## src/rtl/dpa_pkg.sv

```systemverilog
// dpa_pkg: shared definitions for the DPA pixel engine.
//   - mode codes presented on the engine's mode input
//   - FSM state encoding (also visible on the engine's state_dbg output)
//   - dpa_clog2: constant-function ceil(log2(n)), never returns less than 1
//     so that it can size vectors directly.
package dpa_pkg;

  localparam logic [1:0] MODE_BYPASS = 2'b00;
  localparam logic [1:0] MODE_AVG    = 2'b01;
  localparam logic [1:0] MODE_EXPAND = 2'b10;

  typedef enum logic [1:0] {
    ST_IDLE = 2'b00,
    ST_ACC  = 2'b01,
    ST_EXP  = 2'b10
  } state_t;

  function automatic int dpa_clog2(input int n);
    int r;
    r = 0;
    for (int i = 0; i < 31; i++) begin
      if ((1 << i) < n) r = i + 1;
    end
    return (r < 1) ? 1 : r;
  endfunction

endpackage

```

## src/rtl/dpa_ch_acc.sv

```systemverilog
// dpa_ch_acc: one colour channel of the AVG datapath.
//   Holds a CW+MAX_LOG2 bit running sum. result is the mean of the stored
//   sum plus the sample currently on 'sample', shifted right by l, so the
//   top level can register it on the same edge that accepts the last sample.
//   Optional macro DPA_PIXEL_ROUND_EN: add 2^(l-1) before the shift
//   (round-half-up, nothing added for l=0); otherwise truncate.
// Ports:
//   clk, reset  clock and synchronous active-high reset
//   clear       zero the running sum (wins over add)
//   add         fold 'sample' into the running sum
//   sample      CW-bit channel value of the current input pixel
//   l           log2 of the sample count for this unit
//   result      CW-bit mean (combinational)
module dpa_ch_acc #(
  parameter int CW       = 8,
  parameter int MAX_LOG2 = 4,
  parameter int LW       = 3
) (
  input  logic          clk,
  input  logic          reset,
  input  logic          clear,
  input  logic          add,
  input  logic [CW-1:0] sample,
  input  logic [LW-1:0] l,
  output logic [CW-1:0] result
);

  localparam int AW = CW + MAX_LOG2;

  logic [AW-1:0] acc_q;
  logic [AW-1:0] sum;
  logic [AW-1:0] rnd;
  logic [AW-1:0] shifted;

  assign sum = acc_q + AW'(sample);

`ifdef DPA_PIXEL_ROUND_EN
  assign rnd = (l == '0) ? '0 : (AW'(1) << (l - LW'(1)));
`else
  assign rnd = '0;
`endif

  // 2^l samples of at most 2^CW-1 plus 2^(l-1) stays below 2^(CW+l), so
  // neither the add nor the shifted result can overflow.
  assign shifted = (sum + rnd) >> l;
  assign result  = shifted[CW-1:0];

  always_ff @(posedge clk) begin
    if (reset || clear) begin
      acc_q <= '0;
    end else if (add) begin
      acc_q <= sum;
    end
  end

endmodule

```

## src/rtl/dpa_pixel_engine.sv

```systemverilog
// dpa_pixel_engine: NCH x CW pixel operator between the image-memory read
// port and the frame-buffer write register.
//   BYPASS (00, and 11): pixel passes through with one cycle latency.
//   AVG    (01): mean of 2^L pixels per channel, L = clamp(avg_log2).
//   EXPAND (10): low EXP_BITS of one word become EXP_BITS pixels, MSB
//                first, all-ones for a 1 bit and all-zeros for a 0 bit.
// Optional macro DPA_PIXEL_ROUND_EN: AVG rounds half-up instead of truncating.
// Ports:
//   clk, reset            clock, synchronous active-high reset
//   mode, avg_log2        operation select, sampled on a unit's first input
//   flush                 synchronous abort of the current unit
//   in_valid/in_ready     input handshake, in_data channel k = [k*CW +: CW]
//   out_valid/out_ready   output handshake, out_data registered
//   busy                  high in ACC or EXP
//   state_dbg             current FSM state (dpa_pkg::state_t encoding)
// Handshake: a transfer happens on a rising edge where valid and ready are
// both high. out_valid/out_data are registered and held while stalled;
// in_ready = !out_valid | out_ready outside EXP, 0 in EXP, and 0 during
// reset or flush.
module dpa_pixel_engine
  import dpa_pkg::*;
#(
  parameter int NCH      = 3,
  parameter int CW       = 8,
  parameter int MAX_LOG2 = 4,
  parameter int EXP_BITS = 8
) (
  input  logic                                clk,
  input  logic                                reset,
  input  logic [1:0]                          mode,
  input  logic [dpa_clog2(MAX_LOG2+1)-1:0]    avg_log2,
  input  logic                                flush,
  input  logic                                in_valid,
  output logic                                in_ready,
  input  logic [NCH*CW-1:0]                   in_data,
  output logic                                out_valid,
  input  logic                                out_ready,
  output logic [NCH*CW-1:0]                   out_data,
  output logic                                busy,
  output logic [1:0]                          state_dbg
);

  localparam int LW   = dpa_clog2(MAX_LOG2 + 1);
  localparam int BW   = dpa_clog2(EXP_BITS);
  localparam int CNTW = MAX_LOG2 + 1;
  localparam int DW   = NCH * CW;

  state_t              state_q, state_d;
  logic [LW-1:0]       l_q, l_d;
  logic [CNTW-1:0]     cnt_q, cnt_d;
  logic [BW-1:0]       bit_q, bit_d;
  logic [EXP_BITS-1:0] word_q, word_d;
  logic                out_valid_d;
  logic [DW-1:0]       out_data_d;
  logic                acc_clear, acc_add;
  logic [LW-1:0]       l_in;
  logic [CNTW-1:0]     last_cnt;
  logic [BW-1:0]       bit_nx;
  logic [DW-1:0]       avg_result;
  logic                in_fire, out_fire;

  assign l_in      = (avg_log2 > LW'(MAX_LOG2)) ? LW'(MAX_LOG2) : avg_log2;
  // Count of samples already held when the unit's final sample arrives.
  assign last_cnt  = (CNTW'(1) << l_q) - CNTW'(1);
  assign bit_nx    = bit_q - BW'(1);

  assign in_ready  = !reset && !flush && (state_q != ST_EXP) &&
                     (!out_valid || out_ready);
  assign in_fire   = in_valid && in_ready;
  assign out_fire  = out_valid && out_ready;
  assign busy      = (state_q == ST_ACC) || (state_q == ST_EXP);
  assign state_dbg = state_q;

  for (genvar k = 0; k < NCH; k++) begin : g_ch
    dpa_ch_acc #(
      .CW       (CW),
      .MAX_LOG2 (MAX_LOG2),
      .LW       (LW)
    ) u_acc (
      .clk    (clk),
      .reset  (reset),
      .clear  (acc_clear),
      .add    (acc_add),
      .sample (in_data[k*CW +: CW]),
      .l      (l_q),
      .result (avg_result[k*CW +: CW])
    );
  end

  always_comb begin
    state_d     = state_q;
    l_d         = l_q;
    cnt_d       = cnt_q;
    bit_d       = bit_q;
    word_d      = word_q;
    out_valid_d = out_fire ? 1'b0 : out_valid;
    out_data_d  = out_data;
    acc_clear   = 1'b0;
    acc_add     = 1'b0;

    if (flush) begin
      state_d     = ST_IDLE;
      cnt_d       = '0;
      bit_d       = '0;
      out_valid_d = 1'b0;
      acc_clear   = 1'b0 | 1'b1;
    end else begin
      case (state_q)
        ST_IDLE: begin
          if (in_fire) begin
            l_d = l_in;
            if (mode == MODE_AVG && l_in != '0) begin
              acc_add = 1'b1;
              cnt_d   = CNTW'(1);
              state_d = ST_ACC;
            end else if (mode == MODE_EXPAND) begin
              word_d      = in_data[EXP_BITS-1:0];
              bit_d       = BW'(EXP_BITS - 1);
              state_d     = ST_EXP;
              out_valid_d = 1'b1;
              out_data_d  = {DW{in_data[EXP_BITS-1]}};
            end else begin
              // BYPASS, code 11, and AVG with L=0
              out_valid_d = 1'b1;
              out_data_d  = in_data;
            end
          end
        end
        ST_ACC: begin
          if (in_fire) begin
            if (cnt_q == last_cnt) begin
              out_valid_d = 1'b1;
              out_data_d  = avg_result;
              acc_clear   = 1'b1;
              cnt_d       = '0;
              state_d     = ST_IDLE;
            end else begin
              acc_add = 1'b1;
              cnt_d   = cnt_q + CNTW'(1);
            end
          end
        end
        ST_EXP: begin
          if (out_fire) begin
            if (bit_q == '0) begin
              state_d = ST_IDLE;
            end else begin
              bit_d       = bit_nx;
              out_valid_d = 1'b1;
              out_data_d  = {DW{word_q[bit_nx]}};
            end
          end
        end
        default: state_d = ST_IDLE;
      endcase
    end
  end

  always_ff @(posedge clk) begin
    if (reset) begin
      state_q   <= ST_IDLE;
      l_q       <= '0;
      cnt_q     <= '0;
      bit_q     <= '0;
      word_q    <= '0;
      out_valid <= 1'b0;
      out_data  <= '0;
    end else begin
      state_q   <= state_d;
      l_q       <= l_d;
      cnt_q     <= cnt_d;
      bit_q     <= bit_d;
      word_q    <= word_d;
      out_valid <= out_valid_d;
      out_data  <= out_data_d;
    end
  end

endmodule

```

## config.mk

```make
export PLATFORM = sky130hd
export DESIGN_NAME = dpa_pixel_engine
export DESIGN_NICKNAME = d
export VERILOG_FILES = /design/src/rtl/dpa_pkg.sv /design/src/rtl/dpa_ch_acc.sv /design/src/rtl/dpa_pixel_engine.sv
export SDC_FILE = /design/constraint.sdc
export NUM_CORES = 1
export LEC_CHECK = 0
export BUFFER_PORTS_ARGS = -buffer_cell sky130_fd_sc_hd__buf_2
export CORE_MARGIN = 1.5
export CORE_UTILIZATION = 31
export CTS_CLUSTER_SIZE = 12
export DETAILED_ROUTE_END_ITERATION = 12
export GPL_ROUTABILITY_DRIVEN = 0
export MAX_ROUTING_LAYER = met4
export PLACE_DENSITY = 0.55
export SLEW_MARGIN = 20
export SYNTH_ARGS = -nofsm -noshare
export SYNTH_HDL_FRONTEND = slang
export SYNTH_SLANG_ARGS = --single-unit
export TNS_END_PERCENT = 1
```

## constraint.sdc

```tcl
create_clock -name clk -period 8.3 [get_ports clk]
set_clock_uncertainty 0.1 [all_clocks]
set_input_delay 1.66 -clock clk [delete_from_list [all_inputs] [get_ports clk]]
set_output_delay 1.66 -clock clk [all_outputs]
set_load 0.03 [all_outputs]
```

==> run metrics <==
relative slew slack=0.3352; H-tree depth=3; PortBufs=62; crit path kind=in2out; power per cell area=roughly 130 mW/mm^2; max capacitance violation total=0; clock buffer count from CTS=9; Non-Filler Instances=between 1000 and 1500; Area Growth Syn to Fin=12.32%; iteration-0 DRC count of the detailed router=between 500 and 600; CP Max Fanout=23; core area=0.02102 mm^2; placed cell count=between 1000 and 1500; CP arrival=around 2.9 ns; area share of fa/ha/maj cells after synthesis=0.06933; antenna violations before repair=1; Synth area leader=dfxtp_1; first-pass GRT wire length=between 30000 and 40000 um; worst skew pair latency=between 0.3 and 0.4 ns; Slew Limit Fails=0; Initial Utilization=0.3159; share of cells above drive strength 1=0.1422; Simple-Gate Fraction of Synth Area=0.2278; Mean Syn Cell Area=roughly 7.6 um^2; main combinational cell family by area after synthesis=compound AO/OA/AOI/OAI gates; Peak Freq=approximately 220 MHz; #FFs+latches synth=82; drt total wl=22050 um; DRC violations left=0; Via density=5.634; status=completed; WHS=about 0.36 ns; post-CTS sizing=0; Syn. warnings=0; Least-Margin Pin Slew=about 1 ns; CTS tree=built; top-count cell post-synth=nand2_1; period utilization=0.5565; Peak VDD IR=0.08649 mV; Top FF cell, synth=dfxtp_1; grt ovf=0; Die Y=149.4 um; Synthesized Nets=between 900 and 1000; IO Pins=63; hold_buf cts=0; Yosys cell types=between 70 and 80; endpoints failing setup=0; final worst slack=3.681 ns; Startpoint Class=input pin; synthesized area=roughly 0.0066 mm^2; Fin. Hold Viols=0; synth cell count leaders=122 x nand2_1, 89 x nor2_1, 84 x a21oi_1; TritonCTS Sinks=82; DR vias=6626; Die ar.=0.02231 mm^2; register area share after synthesis=0.2472; filler cell count=2265; Post-Route Setup TNS=0 ns; top cell type's share of synthesized area=0.2472; mux share of post-synthesis cell area=0.07818; DP HPWL=approximately 16000 um; RSZ-0062 raised after global routing=no; GRT Total Usage=0.2079; first-pass iteration count of the detailed router=5; Die W=around 150 um; pre-CTS setup slack=~3.4 ns; largest net degree at the start of global routing=55; clock buffer depth=2; compound-gate portion of the synthesized area=0.2792; Final min period=between 4 and 5 ns; path category of the worst min-delay check=reg2reg; Gate Count Post-Synth=between 800 and 900; antenna-violating nets left=0; CP Capture Type=output pin; Synth area leaders=dfxtp_1 25%, nand2_1 6.9%, a21oi_1 6.3%; Wirelength per Cell=18.75 um; Post-synth EDFFs=0; vias in the first global route=roughly 6300; XOR/XNOR Fraction of Synth Area=0.05143; Final nets=between 900 and 1000; ys async rst share=0; Clock transition at path regs=about 0.06 ns; total chip power=around 1000 uW; Clock Root Buffer=clkbuf_16; Leak=approximately 2.9 nW; postcts setup bufs=0; CP required=about 6.5 ns; Core Rows=53
[sequential cells by signal (all words and copies together), names as in the netlist]
register,count
word_q,8
g_ch.u_acc.acc_q,36
cnt_q,5
l_q,3
out_data,24
state_dbg,2
out_valid,1
bit_q,3
[critical path, cell delays in order]
cell	delay, ns
buf_2	0.41
or2_1	0.49
nor3_1	0.10
buf_2	0.20
[cell families after synthesis]
family | count (synthesis)
AND/OR/NAND/NOR | 326
AO/OA/AOI/OAI | 265
buffers and inverters | 82
flip-flops | 82
multiplexers | 41
XOR/XNOR | 39
adder cells (fa/ha/maj) | 35
[path summary, 6_finish.rpt]
kind | cells after the start | start | slack (ns) | end
max reg2reg | 11 | l_q[1] | 3.93 | g_ch[0].u_acc.acc_q[5]
min reg2reg | 1 | out_data[2] | 0.36 | out_data[2]
max | 4 | reset | 3.68 | in_ready
min | 1 | out_data[2] | 0.36 | out_data[2]
[power by group]
part           switching [mW]  total (mW)  leakage (nW)  internal, mW
Clock                   0.180       0.421         0.141         0.241
Sequential            0.00661       0.407         0.663         0.401
Combinational           0.110       0.168          2.11        0.0574
[final cells by class]
class | instances | area (um^2) | area share
timing repair buffer | 72 | 385.4 | 0.05166
sequential | 82 | 1644 | 0.2204
inverter | 24 | 90.09 | 0.01208
clock inverter | 6 | 66.31 | 0.008890
clock buffer | 10 | 239.0 | 0.03204
tap | 275 | 344.1 | 0.04613
multi-input combinational | 706 | 4688 | 0.6285
antenna | 1 | 2.502 | 0.0003355
[per-layer routing]
| layer | global-route usage | vias up | part of all wire |
|---|---|---|---|
| li1 | - | 3243 | - |
| met1 | 0.2696 | 3179 | 0.46 |
| met2 | 0.3300 | 179 | 0.47 |
| met3 | 0.03731 | 25 | 0.052 |
| met4 | 0.05842 | 0 | 0.017 |
| met5 | - | - | 0 |
[layout by cell type (no fill, tap or decap), types with 6 or more instances in the layout]
| cell type | netlist | final |
|---|---|---|
| nand2_1 | 122 | 122 |
| nor2_1 | 89 | 89 |
| a21oi_1 | 84 | 84 |
| dfxtp_1 | 82 | 80 |
| buf_2 | 3 | 62 |
| ha_1 | 32 | 32 |
| o21ai_0 | 28 | 28 |
| mux2i_1 | 26 | 26 |
| xnor2_1 | 26 | 26 |
| inv_1 | 24 | 24 |
| nor3_1 | 21 | 21 |
| o211ai_1 | 15 | 15 |
| o31ai_1 | 14 | 14 |
| xor2_1 | 13 | 13 |
| or2_2 | 12 | 12 |
| a211oi_1 | 11 | 11 |
| nand3_1 | 11 | 11 |
| nand2b_1 | 11 | 11 |
| a21o_1 | 11 | 11 |
| nor2b_1 | 10 | 10 |
| and2_1 | 10 | 10 |
| buf_4 | 0 | 10 |
| and3_1 | 9 | 9 |
| a221oi_1 | 9 | 9 |
| clkbuf_16 | 0 | 9 |
| mux4_2 | 8 | 8 |
| o21a_1 | 8 | 8 |
| mux2_2 | 7 | 7 |
| a211o_1 | 7 | 7 |
| o2111ai_1 | 6 | 6 |
| a2111oi_0 | 6 | 6 |
[per-stage QoR]
| step | utilization | instance area (um^2) |
|---|---|---|
| after floorplan | - | 6641 |
| after global placement | 0.3402 | 7152 |
| after detailed placement | 0.3402 | 7152 |
| after CTS | 0.3547 | 7457 |
| after global routing | 0.3549 | 7460 |
| final | 0.3549 | 7460 |
Power figures use the tool's default switching activity.
